--- config.mk ---
export PLATFORM = sky130hd
export DESIGN_NAME = z80_bus_bridge
export DESIGN_NICKNAME = d
export VERILOG_FILES = /design/src/rtl/z80_bus_pkg.sv /design/src/rtl/z80_wait_counter.sv /design/src/rtl/z80_bus_bridge.sv
export SDC_FILE = /design/constraint.sdc
export NUM_CORES = 1
export LEC_CHECK = 0
export ABC_AREA = 1
export BUFFER_PORTS_ARGS = -buffer_cell sky130_fd_sc_hd__buf_2
export CAP_MARGIN = 0
export CORE_UTILIZATION = 25
export DETAILED_ROUTE_END_ITERATION = 7
export HOLD_SLACK_MARGIN = 0.02
export SLEW_MARGIN = 20
export SYNTH_ARGS = -nofsm -noshare
export SYNTH_HDL_FRONTEND = slang
export SYNTH_SLANG_ARGS = --single-unit
export TNS_END_PERCENT = 50
--- constraint.sdc ---
create_clock -name clk -period 1.7 [get_ports clk]
set_input_delay 0.17 -clock clk [delete_from_list [all_inputs] [get_ports clk]]
set_output_delay 0.17 -clock clk [all_outputs]
set_load 0.02 [all_outputs]
--- src/rtl/z80_bus_pkg.sv ---
// z80_bus_pkg
//   Shared types and constants for the Z80 bus bridge: the bridge FSM state
//   encoding, the wait-counter width, and default values for the IO page and
//   the interrupt-acknowledge data byte.
package z80_bus_pkg;

  typedef enum logic [1:0] {
    IDLE,
    REQ,
    WAITST,
    DONE
  } state_t;

  localparam int         WAITCNT_W     = 4;
  localparam logic [7:0] IO_PAGE_DEF   = 8'h10;
  localparam logic [7:0] INTA_DATA_DEF = 8'hFF;

  // IO cycles only decode the low address byte; the high byte selects a page.
  function automatic logic [15:0] io_addr(input logic [7:0] page, input logic [7:0] port);
    return {page, port};
  endfunction

endpackage

--- src/rtl/z80_wait_counter.sv ---
// z80_wait_counter
//   Loadable down-counter used to insert extra wait states after a memory
//   acknowledge. Load has priority over decrement; decrement stops at zero.
// Ports
//   clk       in   clock
//   reset     in   asynchronous, active-high
//   load      in   load load_val this cycle
//   load_val  in   value to load
//   dec       in   decrement this cycle (ignored while zero)
//   count     out  current count
//   zero      out  count == 0
module z80_wait_counter
  import z80_bus_pkg::*;
(
  input  logic                 clk,
  input  logic                 reset,
  input  logic                 load,
  input  logic [WAITCNT_W-1:0] load_val,
  input  logic                 dec,
  output logic [WAITCNT_W-1:0] count,
  output logic                 zero
);

  logic [WAITCNT_W-1:0] cnt_d, cnt_q;

  always_comb begin
    // NOTE: default every always_comb output first so no path leaves it unassigned (no latch).
    cnt_d = cnt_q;
    if (load) begin
      cnt_d = load_val;
    end else if (dec && (cnt_q != '0)) begin
      cnt_d = cnt_q - 1'b1;
    end
  end

  // NOTE: sequential state uses non-blocking assignments so all flops update together.
  always_ff @(posedge clk or posedge reset) begin
    if (reset) begin
      cnt_q <= '0;
    end else begin
      cnt_q <= cnt_d;
    end
  end

  assign count = cnt_q;
  assign zero  = (cnt_q == '0);

endmodule

--- src/rtl/z80_bus_bridge.sv ---
// z80_bus_bridge
//   Converts raw Z80 bus strobes into a single req/ack transaction toward a
//   synchronous 64 KiB memory, stretching the CPU cycle with cpu_wait_n until
//   read data is valid. IO cycles map to page {IO_PAGE, cpu_a[7:0]}; interrupt
//   acknowledge returns INTA_DATA without touching memory.
// Ports
//   clk, reset                    clock, asynchronous active-high reset
//   cpu_a, cpu_dout               CPU address / write data
//   cpu_mreq_n, cpu_iorq_n        memory / IO request strobes
//   cpu_rd_n, cpu_wr_n            read / write strobes
//   cpu_m1_n, cpu_rfsh_n          fetch/INTA qualifier, refresh qualifier
//   cpu_di                        registered read data to the CPU
//   cpu_wait_n                    0 stretches the current bus cycle
//   mem_req, mem_we, mem_addr,
//   mem_wdata                     request toward memory, held until mem_ack
//   mem_rdata, mem_ack            memory response (ack is a one-cycle pulse)
//   cyc_io                        1 while the active transaction is IO
module z80_bus_bridge
  import z80_bus_pkg::*;
#(
  parameter logic [7:0] IO_PAGE   = IO_PAGE_DEF,
  parameter int         MEM_WAIT  = 0,
  parameter int         IO_WAIT   = 1,
  parameter logic [7:0] INTA_DATA = INTA_DATA_DEF
) (
  input  logic        clk,
  input  logic        reset,
  input  logic [15:0] cpu_a,
  input  logic [7:0]  cpu_dout,
  input  logic        cpu_mreq_n,
  input  logic        cpu_iorq_n,
  input  logic        cpu_rd_n,
  input  logic        cpu_wr_n,
  input  logic        cpu_m1_n,
  input  logic        cpu_rfsh_n,
  output logic [7:0]  cpu_di,
  output logic        cpu_wait_n,
  output logic        mem_req,
  output logic        mem_we,
  output logic [15:0] mem_addr,
  output logic [7:0]  mem_wdata,
  input  logic [7:0]  mem_rdata,
  input  logic        mem_ack,
  output logic        cyc_io
);

  localparam logic [WAITCNT_W-1:0] MEM_WAIT_C = WAITCNT_W'(MEM_WAIT);
  localparam logic [WAITCNT_W-1:0] IO_WAIT_C  = WAITCNT_W'(IO_WAIT);

  state_t state_d, state_q;
  logic [7:0]  di_d, di_q;
  logic        req_d, req_q;
  logic        we_d, we_q;
  logic [15:0] addr_d, addr_q;
  logic [7:0]  wdata_d, wdata_q;
  logic        io_d, io_q;
  logic        abort_d, abort_q;

  logic                 cnt_load, cnt_dec, wait_zero;
  logic [WAITCNT_W-1:0] wait_sel, wait_cnt;

  // Refresh cycles also pull mreq_n low; rfsh_n keeps them from qualifying.
  logic qual, inta, bus_idle;
  assign qual     = (!cpu_mreq_n || !cpu_iorq_n) && (!cpu_rd_n || !cpu_wr_n) && cpu_rfsh_n;
  assign inta     = !cpu_m1_n && !cpu_iorq_n && cpu_rfsh_n;
  assign bus_idle = cpu_mreq_n && cpu_iorq_n;
  assign wait_sel = io_q ? IO_WAIT_C : MEM_WAIT_C;

  z80_wait_counter u_wait_counter (
    .clk      (clk),
    .reset    (reset),
    .load     (cnt_load),
    .load_val (wait_sel),
    .dec      (cnt_dec),
    .count    (wait_cnt),
    .zero     (wait_zero)
  );

  always_comb begin
    state_d  = state_q;
    di_d     = di_q;
    req_d    = req_q;
    we_d     = we_q;
    addr_d   = addr_q;
    wdata_d  = wdata_q;
    io_d     = io_q;
    abort_d  = abort_q;
    cnt_load = 1'b0;
    cnt_dec  = 1'b0;

    case (state_q)
      IDLE: begin
        if (inta) begin
          di_d    = INTA_DATA;
          state_d = DONE;
        end else if (qual) begin
          // IO wins when mreq_n and iorq_n are both low.
          req_d   = 1'b1;
          we_d    = !cpu_wr_n;
          io_d    = !cpu_iorq_n;
          addr_d  = !cpu_iorq_n ? io_addr(IO_PAGE, cpu_a[7:0]) : cpu_a;
          wdata_d = cpu_dout;
          abort_d = 1'b0;
          state_d = REQ;
        end
      end

      REQ: begin
        // Once the CPU walks away the request still completes, but its ack is discarded.
        abort_d = abort_q || !qual;
        if (mem_ack) begin
          req_d = 1'b0;
          if (abort_q || !qual) begin
            abort_d = 1'b0;
            io_d    = 1'b0;
            state_d = IDLE;
          end else begin
            if (!we_q) begin
              di_d = mem_rdata;
            end
            cnt_load = 1'b1;
            state_d  = (wait_sel == '0) ? DONE : WAITST;
          end
        end
      end

      WAITST: begin
        if (!qual) begin
          io_d    = 1'b0;
          state_d = IDLE;
        end else begin
          cnt_dec = 1'b1;
          if ((wait_cnt == WAITCNT_W'(1)) || wait_zero) begin
            state_d = DONE;
          end
        end
      end

      DONE: begin
        // Hold here for the rest of the CPU cycle so a long wr_n cannot re-request.
        if (bus_idle) begin
          io_d    = 1'b0;
          state_d = IDLE;
        end
      end

      default: state_d = IDLE;
    endcase
  end

  always_ff @(posedge clk or posedge reset) begin
    if (reset) begin
      state_q <= IDLE;
      di_q    <= 8'h00;
      req_q   <= 1'b0;
      we_q    <= 1'b0;
      addr_q  <= 16'h0000;
      wdata_q <= 8'h00;
      io_q    <= 1'b0;
      abort_q <= 1'b0;
    end else begin
      state_q <= state_d;
      di_q    <= di_d;
      req_q   <= req_d;
      we_q    <= we_d;
      addr_q  <= addr_d;
      wdata_q <= wdata_d;
      io_q    <= io_d;
      abort_q <= abort_d;
    end
  end

  // Stretch immediately on a fresh strobe in IDLE; reset forces the released level.
  always_comb begin
    cpu_wait_n = 1'b1;
    if (!reset) begin
      case (state_q)
        IDLE:    cpu_wait_n = !(qual && !inta);
        REQ:     cpu_wait_n = 1'b0;
        WAITST:  cpu_wait_n = 1'b0;
        default: cpu_wait_n = 1'b1;
      endcase
    end
  end

  assign cpu_di    = di_q;
  assign mem_req   = req_q;
  assign mem_we    = we_q;
  assign mem_addr  = addr_q;
  assign mem_wdata = wdata_q;
  assign cyc_io    = io_q;

endmodule
Yosys cells after proc, flatten, opt, wreduce, memory -nomap -nowiden
Index checks and enable logic that the tools add are counted.
{"block": "word_totals", "in_bits": 41, "out_inout_bits": 36, "register_bits": 42, "wordCells": 98}
{"block": "classes", "mux": 40, "n_eq_ne": 15, "add_sub_neg": 1, "n_bitwise": 1, "reduce_logical": 32}
{"operator": "two-way mux 8 bit", "n": 4}
{"operator": "two-way mux 1 bit", "n": 20}
{"operator": "inequality test 2 bit, second input constant", "n": 9}
{"operator": "two-way mux 16 bit", "n": 1}
{"operator": "case mux 8 bit (2 select lines)", "n": 1}
{"operator": "two-way mux 2 bit", "n": 7}
{"operator": "zero test 1 bit", "n": 8}
{"operator": "zero test 4 bit", "n": 2}
{"operator": "two-way mux 4 bit", "n": 2}
{"operator": "case mux 2 bit (4 select lines)", "n": 1}
{"operator": "AND reduction 4 bit", "n": 2}
{"operator": "logical AND 1 bit", "n": 7}
{"operator": "inequality test 3 bit, second input constant", "n": 2}
{"operator": "case mux 1 bit (2 select lines)", "n": 3}
{"operator": "AND reduction 3 bit", "n": 2}
{"operator": "AND reduction 6 bit", "n": 1}
{"operator": "AND reduction 5 bit", "n": 1}
{"operator": "equality test 2 bit, second input constant", "n": 2}
{"operator": "equality test 4 x 1 -> 1 bit, second input constant", "n": 1}
{"operator": "logical OR 1 bit", "n": 4}
{"operator": "case mux 1 bit (4 select lines)", "n": 1}
{"operator": "nonzero test 2 bit", "n": 2}
{"operator": "nonzero test 4 bit", "n": 1}
{"operator": "subtractor 4 x 1 -> 4 bit, second input constant", "n": 1}
{"operator": "other kinds (4)", "n": 4}

Longest topological paths before layout
Gate-level depths: netlist of run 1.
{"block": "logic_depth", "depth_word": 10, "ltp_mapped": 10, "mapped_depth_nobuf": 9}

Hierarchy
From an unflattened synthesis of run 1, not the netlist that was laid out.
{"block": "hier_totals", "cells_unflattened": 285, "area_unflattened_um2": 2205.9}
{"mod": "z80_bus_bridge", "area_each_um2": 1906.8, "instances": 1, "cells_each": 238}
{"mod": "z80_wait_counter", "area_each_um2": 299.0, "instances": 1, "cells_each": 47}

Least setup slack after synthesis of run 1
OpenSTA, ideal clock, no wires.
{"block": "synth_timing", "kind": "flip-flop to flip-flop", "start": "reg state_q[1]", "end": "reg req_q (netlist: mem_req)", "slack_ns": 0.149, "arrival_time_ns": 1.419, "period_less_slack_ns": 1.551, "setup_time_ns": 0.132, "required_time_ns": 1.568, "n_path_buf": 1, "path_stages_with_launch": 9, "path_cell_list": "dfrtp_1 -> inv_1 -> ha_1 -> buf_2 -> nand2_1 -> o21ai_0 -> or2_2 -> nand2_1 -> o21ai_1"}
{"block": "synth_via", "elab_chain_len": 3, "elab_cells_between_ends": 8, "classes_between": "eq/ne: 4; mux: 1; reduce/logical: 3"}
{"item": "start: declaration", "line": "z80_bus_bridge.sv:50", "rtl": "state_t state_d, state_q;"}
{"item": "start signal: assignment", "line": "z80_bus_bridge.sv:162", "rtl": "state_q <= state_d;"}
{"item": "equality test 2 x 1 -> 1 bit / zero test 2 bit (equally long branches)", "line": "z80_bus_bridge.sv:91", "rtl": "case (state_q)"}
{"item": "inequality test 2 bit (no line) / nonzero test 2 bit (equally long branches)"}
{"item": "AND reduction 4 bit (no line)"}
{"item": "end signal: assignment", "line": "z80_bus_bridge.sv:164", "rtl": "req_q <= req_d;"}
{"item": "end: declaration", "line": "z80_bus_bridge.sv:52", "rtl": "logic req_d, req_q;"}
Parallel ways exist; a longest one is shown, timed or not.
A chain may end at the register's enable or synchronous reset.

Worst setup path after layout of run 1
{"block": "layout_timing", "start": "reg state_q[1]", "end": "out cpu_wait_n"}
{"block": "layout_via", "elab_chain_len": 4, "elab_cells_between_ends": 6, "classes_between": "eq/ne: 2; mux: 2; reduce/logical: 2"}
{"item": "equality test 2 bit / equality test 2 x 1 -> 1 bit (equally long branches)", "line": "z80_bus_bridge.sv:177", "rtl": "case (state_q)"}
{"item": "OR reduction 2 bit (no line)"}
{"item": "case mux 1 bit (2 select lines) (*)", "line": "z80_bus_bridge.sv:177"}
{"item": "two-way mux 1 bit (*)", "line": "z80_bus_bridge.sv:176", "rtl": "if (!reset) begin"}
{"item": "end: declaration", "line": "z80_bus_bridge.sv:37", "rtl": "output logic cpu_wait_n,"}
Mark *: on every way between the ends. The rest lies on a longest branch, timed or not.

==> impl_results.md, run 1 <==
* Crit-path max FO at 6
* Warnings from Yosys at 0
* Largest area contributor in the netlist: dfrtp_1
* Worst r2r src: state_q[0]
* Vias in the first global route at 1,809
* Number of diodes at 0
* Area of the multi-input gates at 948 um^2
* Synth top area cells: dfrtp_1 (49%), nand2_1 (21%), nand3_1 (5.6%)
* Final instance count without filler cells at 464
* Pwr dens at 1920 nW/um^2
* Remaining Overflow, GRT at 0
* Hold Startpoint: cpu_wr_n
* Slew @ Worst Pin at 0.600 ns
* CP startpoint kind: flop
* CTS buffer count at 5
* Clk root buf: clkbuf_8
* Final instance area at 2890 um^2
* P_leak at 1.64 nW
* CTS tree: done
* Setup violators final at 0
* Mapped Nets at 319
* CTS Buffer Depth at 2
* Drt first pass iters at 4
* Worst rel slew slack at 59.8%
* RD Place Congestion at 0.883
* Max-Cap Viols at 0
* Status: complete, no violations
* Placed cells at 451
* Std cell rows at 33
* Chip height at 94.6 um
* Sw frac at 42.6%
* Clock slew at the register clock pins of the worst setup and hold paths at 0.08 ns
* Reg2Reg Setup Slack at 0.07 ns
* Netlist Area Pre-Place at 2140 um^2
* Via count at 1,958
* Sequential power share at 32.0%
* Post-synth top area share at 49.0%
* Combinational Power Share at 50.5%
* DIE AREA at 8950 um^2
* Area growth, synth to finish at 34.6%
* Post-DP Area at 2690 um^2
* Final hold vios at 0
* Worst Hold End: mem_we
* Worst Skew at 0.00656 ns
* Seq/Total Area, Yosys at 49.0%
* DRT Wirelength at 4980 um
* Syn avg cell area at 7.94 um^2
* Unrepaired setup endpoints after global routing: yes
* Htree depth at 2
* Crit. End Element: primary output
* Initial Utilization at 26.0%
* Initial antenna violation count at 0
* Reg2Reg Depth at 7
* Core footprint at 8260 um^2
* CP required at 1.53 ns
* Fin. max-slew vios at 0
* CP arrival at 1.47 ns
* Number of synthesized register bits at 42
* I/O Buffers at 76
* Clk sink count at 42
* Max VDD drop at 0.000780 V
* Pint at 3.17 mW
* Mapped Cells at 270
* Insertion delay of the later-clocked pin in the worst-skew pair at 0.29 ns
* Vias per inst at 4.22
* Die W at 94.6 um
* Final period util at 96.5%
* Hold Path Class: in -> reg
* DP Wirelength at 3820 um
* DRT antenna net count at 0
* Ratio of cells with drive above 1 in the final layout at 31.5%
* First-pass GRT wire length at 8120 um
* Max Fclk at 610 MHz
* Sw power at 2.36 mW
* Layout Nets at 407
* Routed length per instance at 10.7 um
* DRC errors left at 0
* Initial DRC count at 97
* Critical path type: reg -> out
* Fillers at 862
* Pin count of the biggest net entering global routing at 28
* Ports at 77
* Yosys cell types at 26
* Sequential standard cell area at 1050 um^2
* Clock Power Share at 17.6%
* Final min period at 1.64 ns
* GRT Overall Usage at 11.6%
* WHS at 0.0600 ns
* Hold path depth at 2
* RR Endpoint: cpu_di[2]
-- cells in the mapped netlist, drive strengths merged --
cell type,count
nor2,15
nand2,126
o21ai,15
nor3,1
xnor2,1
nand3,25
a21oi,1
inv,26
xor2,1
buf,6
ha,8
dfrtp,42
clkbuf,1
or2,1
nand4,1
-- registers in the layout, indices dropped and copies added (netlist names) --
register              cells
abort_q                   1
cpu_di                    8
cyc_io                    1
mem_addr                 16
mem_req                   1
mem_wdata                 8
mem_we                    1
state_q                   2
u_wait_counter.count      4
-- repair_timing --
action / 4_1_cts / 5_1_grt
hold buffers: 1 / 0
setup endpoints to repair: 1 / 9
pin swaps: 0 / 1
hold endpoints to repair: 15 / 0
resized for setup: 4 / 2
buffers inserted: 1 / 3
-- power groups by stage --
stage               Clock (mW)  Sequential [mW]  Combinational (mW)
floorplan                    0             2.27                1.35
global placement             0             1.79                2.60
detailed placement           0             1.79                2.66
CTS                       1.01             1.77                2.73
global route              1.06             1.84                3.15
finish                   0.972             1.77                2.79
-- cell usage in the layout, fill, tap and decap left out --
master	count
nand3_1	24
xnor2_1	1
nand3_2	1
xor2_1	1
clkinv_1	1
buf_4	9
inv_1	21
o21ai_1	11
buf_12	3
nor2_1	10
ha_1	7
nor2_4	3
or2_2	1
nor3_1	1
nand2_1	121
inv_4	1
inv_2	3
nand2_4	2
a21oi_1	1
buf_2	75
nand2_2	3
o21ai_4	1
dfrtp_1	42
o21ai_0	3
clkbuf_8	6
nand4_1	1
nor2_2	2
dlygate4sd3_1	1
bufinv_16	2
ha_4	1
-- cell type report --
type                            instances  share of cell area (%)
Sequential cell                        42                    36.4
Multi-Input combinational cell        195                    32.9
Timing Repair Buffer                   88                    17.8
Tap cell                              105                    4.55
Inverter                               26                    3.47
Clock buffer                            6                    2.86
Clock inverter                          2                    2.08
-- how the worst max path moves through the flow --
stage                    start          to  cells after the start
detailed placement  state_q[0]   cpu_di[0]                      7
global route        state_q[1]  cpu_wait_n                      7
CTS                 state_q[1]  cpu_wait_n                      7
global placement    state_q[0]      mem_we                      8
finish              state_q[1]  cpu_wait_n                      7
floorplan           state_q[1]     mem_req                      8
-- worst max-delay path, stage by stage, from the launching register on --
cell,delay [ns]
dfrtp_1,0.42
inv_2,0.10
ha_4,0.16
nand2_1,0.07
nand2_1,0.11
nor2_1,0.04
o21ai_1,0.10
buf_4,0.17
-- metrics by stage --
step / setup TNS [ns] / total power, mW / utilization [%] / worst slack [ns]
after floorplan: 0 / 3.61 / - / 0.149
after global placement: 0 / 4.39 / 32.6 / 0.133
after detailed placement: 0 / 4.45 / 32.6 / 0.0950
after CTS: 0 / 5.51 / 34.7 / 0.000944
after global routing: -0.113 / 6.05 / 35.0 / -0.0516
final: 0 / 5.53 / 35.0 / 0.0598
-- routing by layer --
layer | vias up | global-route usage (%) | part of all wire, % | wire length, um
li1 | 1011 | - | - | -
met2 | 56 | 18.0 | 45 | 2240
met3 | 2 | 2.82 | 6.0 | 301
met1 | 889 | 16.1 | 49 | 2420
met4 | 0 | 2.65 | 0.32 | 16
met5 | - | 0 | 0 | 0
-- kinds of logic (layout without fill, tap and decap cells) --
kind of cell | Yosys count | count (layout) | synth area share [%]
and+or+nand+nor | 169 | 169 | 33.9
DFF | 42 | 42 | 49.0
buffers and inverters | 33 | 122 | 7.35
adders and majority gates | 8 | 8 | 4.67
AOI/OAI and AO/OA | 16 | 16 | 4.26
xor gates and xnor gates | 2 | 2 | 0.817
Power figures use the tool's default switching activity.
==> inputs of run 2 (changes only) <==
--- a/config.mk
+++ b/config.mk
@@ -11,6 +11,7 @@
 export CORE_UTILIZATION = 25
 export DETAILED_ROUTE_END_ITERATION = 7
 export HOLD_SLACK_MARGIN = 0.02
+export REMOVE_ABC_BUFFERS = 1
 export SLEW_MARGIN = 20
 export SYNTH_ARGS = -nofsm -noshare
 export SYNTH_HDL_FRONTEND = slang
==> constraint.sdc (replaced) <==
create_clock -name clk -period 1.7 [get_ports clk]
set_input_delay 0.34 -clock clk [delete_from_list [all_inputs] [get_ports clk]]
set_output_delay 0.34 -clock clk [all_outputs]
set_load 0.02 [all_outputs]
==> impl_results.md, run 2 (same netlist as run 1, synthesis figures left out) <==
* Status: complete, no violations
* Clk root buf: clkbuf_8
* Ratio of cells with drive above 1 in the final layout at 34.3% (+2.9 points)
* Die W at 94.6 um (unchanged)
* Crit-path max FO at 5 (-1)
* P_leak at 1.63 nW (-0.21%)
* Final worst slack at 0.0121 ns (-0.0477 ns)
* Final instance count without filler cells at 466 (+0.43%)
* CTS tree: done
* GRT busiest layer: met2
* Final hold vios at 0 (unchanged)
* CP required at 1.36 ns (-0.17 ns)
* Max Fclk at 592 MHz (-2.8%)
* Reg2Reg Setup Slack at 0.09 ns (+0.02 ns)
* Via count at 1,965 (+0.36%)
* Most common cell after layout, fill and taps aside: nand2_1
* Pwr dens at 1850 nW/um^2 (-3.5%)
* GRT Overall Usage at 11.8% (+0.27 points)
* Initial Utilization at 26.0% (unchanged)
* Clk sink count at 42 (unchanged)
* Sequential standard cell area at 1050 um^2 (unchanged)
* Worst Skew at 0.00424 ns (-0.00232 ns)
* Global Route met2 Usage at 19.3% (+1.3 points)
* Max FFs per register at 16 (unchanged)
* Unrepaired setup endpoints after global routing: yes
* Number of diodes at 0 (unchanged)
* Fillers at 884 (+2.6%)
* Vias per inst at 4.22 (about the same)
* DRT antenna net count at 0 (unchanged)
* Setup violators final at 0 (unchanged)
* CP startpoint kind: flop
* Slew @ Worst Pin at 0.463 ns (-0.136 ns)
* Layout Nets at 410 (+0.74%)
* DRT Wirelength at 5160 um (+3.5%)
* Final period util at 99.3% (+2.8 points)
* Fin. max-slew vios at 0 (unchanged)
* GRT met1 Usage at 15.6% (-0.48 points)
* CTS Buffer Depth at 2 (unchanged)
* Most frequent cells in the layout: nand2_1 (116), buf_2 (75), dfrtp_1 (42)
* Core Util, Final at 34.8% (-0.20 points)
* Critical path type: reg -> out
* Std cell rows at 33 (unchanged)
* Dpl ws at 0.0561 ns (-0.0389 ns)
* Htree depth at 2 (unchanged)
* Core footprint at 8260 um^2 (unchanged)
* I/O Buffers at 76 (unchanged)
* CP arrival at 1.35 ns (-0.12 ns)
* Hold Path Class: in -> async
* DP Wirelength at 3800 um (-0.51%)
* Remaining Overflow, GRT at 0 (unchanged)
* Area of the multi-input gates at 972 um^2 (+2.5%)
* First-pass GRT wire length at 8360 um (+2.9%)
* Clock slew at the register clock pins of the worst setup and hold paths at 0.08 ns (about the same)
* RD Place Congestion at 0.870 (-1.5%)
* Placed cells at 454 (+0.67%)
* Routed length per instance at 11.1 um (+3.0%)
* Crit. End Element: primary output
* Vias in the first global route at 1,893 (+4.6%)
* Insertion delay of the later-clocked pin in the worst-skew pair at 0.28 ns (about the same)
* DIE AREA at 8950 um^2 (unchanged)
* DRC errors left at 0 (unchanged)
* Ports at 77 (unchanged)
* Final min period at 1.69 ns (+0.0477 ns)
* Worst r2r src: state_q[0]
* Pin count of the biggest net entering global routing at 24 (-14%)
* Max VDD drop at 0.000583 V (-25%)
* Worst rel slew slack at 69.1% (+9.3 points)
* Reg2Reg Depth at 9 (+2)
* Initial DRC count at 69 (-29%)
* RR Endpoint: cpu_di[5]
* Max-Cap Viols at 0 (unchanged)
* GRT met3 Usage at 3.06% (+0.24 points)
* Area growth, synth to finish at 33.8%
* Chip height at 94.6 um (unchanged)
* CTS buffer count at 5 (unchanged)
* Initial antenna violation count at 0 (unchanged)
* Drt first pass iters at 4 (unchanged)
[run 2: changes by cell type in the layout (fill, tap and decap cells not counted), moves of 2 or more]
cell       previous run  this run
clkinv_2              0         2
nand2_2               3         7
buf_4                 9        12
nand2_1             121       116
bufinv_16             2         0
[run 2: worst max path at each step]
| stage | slack (ns) | depth (start not counted) | to | from |
|---|---|---|---|---|
| 3_5_place_dp | 0.06 | 8 | mem_addr[5] | state_q[0] |
| 6_report | 0.01 | 7 | cpu_wait_n | state_q[1] |
| 3_3_place_gp | 0.05 | 7 | cpu_di[7] | state_q[0] |
| 2_1_floorplan | -0.08 | 6 | mem_req | state_q[1] |
| 5_1_grt | -0.08 | 7 | cpu_wait_n | state_q[1] |
| 4_1_cts | -0.03 | 7 | cpu_wait_n | state_q[0] |
[run 2: through the flow]
step | total power [mW] | hold slack (ns) | cell area (um^2) | setup TNS (ns)
after floorplan | 3.57 | 0.435 | 2090 | -0.583
after global placement | 4.44 | 0.399 | 2700 | 0
after detailed placement | 4.47 | 0.395 | 2700 | 0
after CTS | 5.27 | 0.0772 | 2830 | -0.0281
after global routing | 5.81 | 0.0988 | 2870 | -0.0751
final | 5.31 | 0.0652 | 2870 | 0
[run 2: area by class of cell]
class / instances / area share, %
clock buffers: 5 / 2.40
clock inverters: 2 / 0.349
inverters: 26 / 3.49
multi-input cells: 195 / 33.9
flip-flops and latches: 42 / 36.6
well taps: 105 / 4.58
repair buffers: 91 / 18.7
[run 2: repair_timing]
action | in CTS | in global routing
hold buffers | 0 | 0
setup buffers | 3 | 2
pin swaps | 1 | 4
cloned | 0 | 0
gates resized for setup | 4 | 12
endpoints found under the setup margin | 1 | 13
[run 2: power breakdown]
part | switching, mW | internal, mW | total (mW)
Sequential | 0.282 | 1.48 | 1.77
Combinational | 1.80 | 1.13 | 2.93
Clock | 0.337 | 0.276 | 0.613
Total | 2.42 | 2.89 | 5.31
[run 2: worst max-delay path, stage by stage (launching register included)]
cell and delay [ns]:
dfrtp_1 0.39, inv_2 0.10, ha_4 0.18, nand2_2 0.07, nand2_2 0.07, nor2_1 0.04
o21ai_1 0.06, buf_4 0.15
[run 2: routing by layer]
| layer | wire, um | up-vias |
|---|---|---|
| met5 | 0 | - |
| met4 | 0 | 0 |
| met3 | 310 | 0 |
| met2 | 2480 | 60 |
| met1 | 2360 | 899 |
| li1 | - | 1006 |
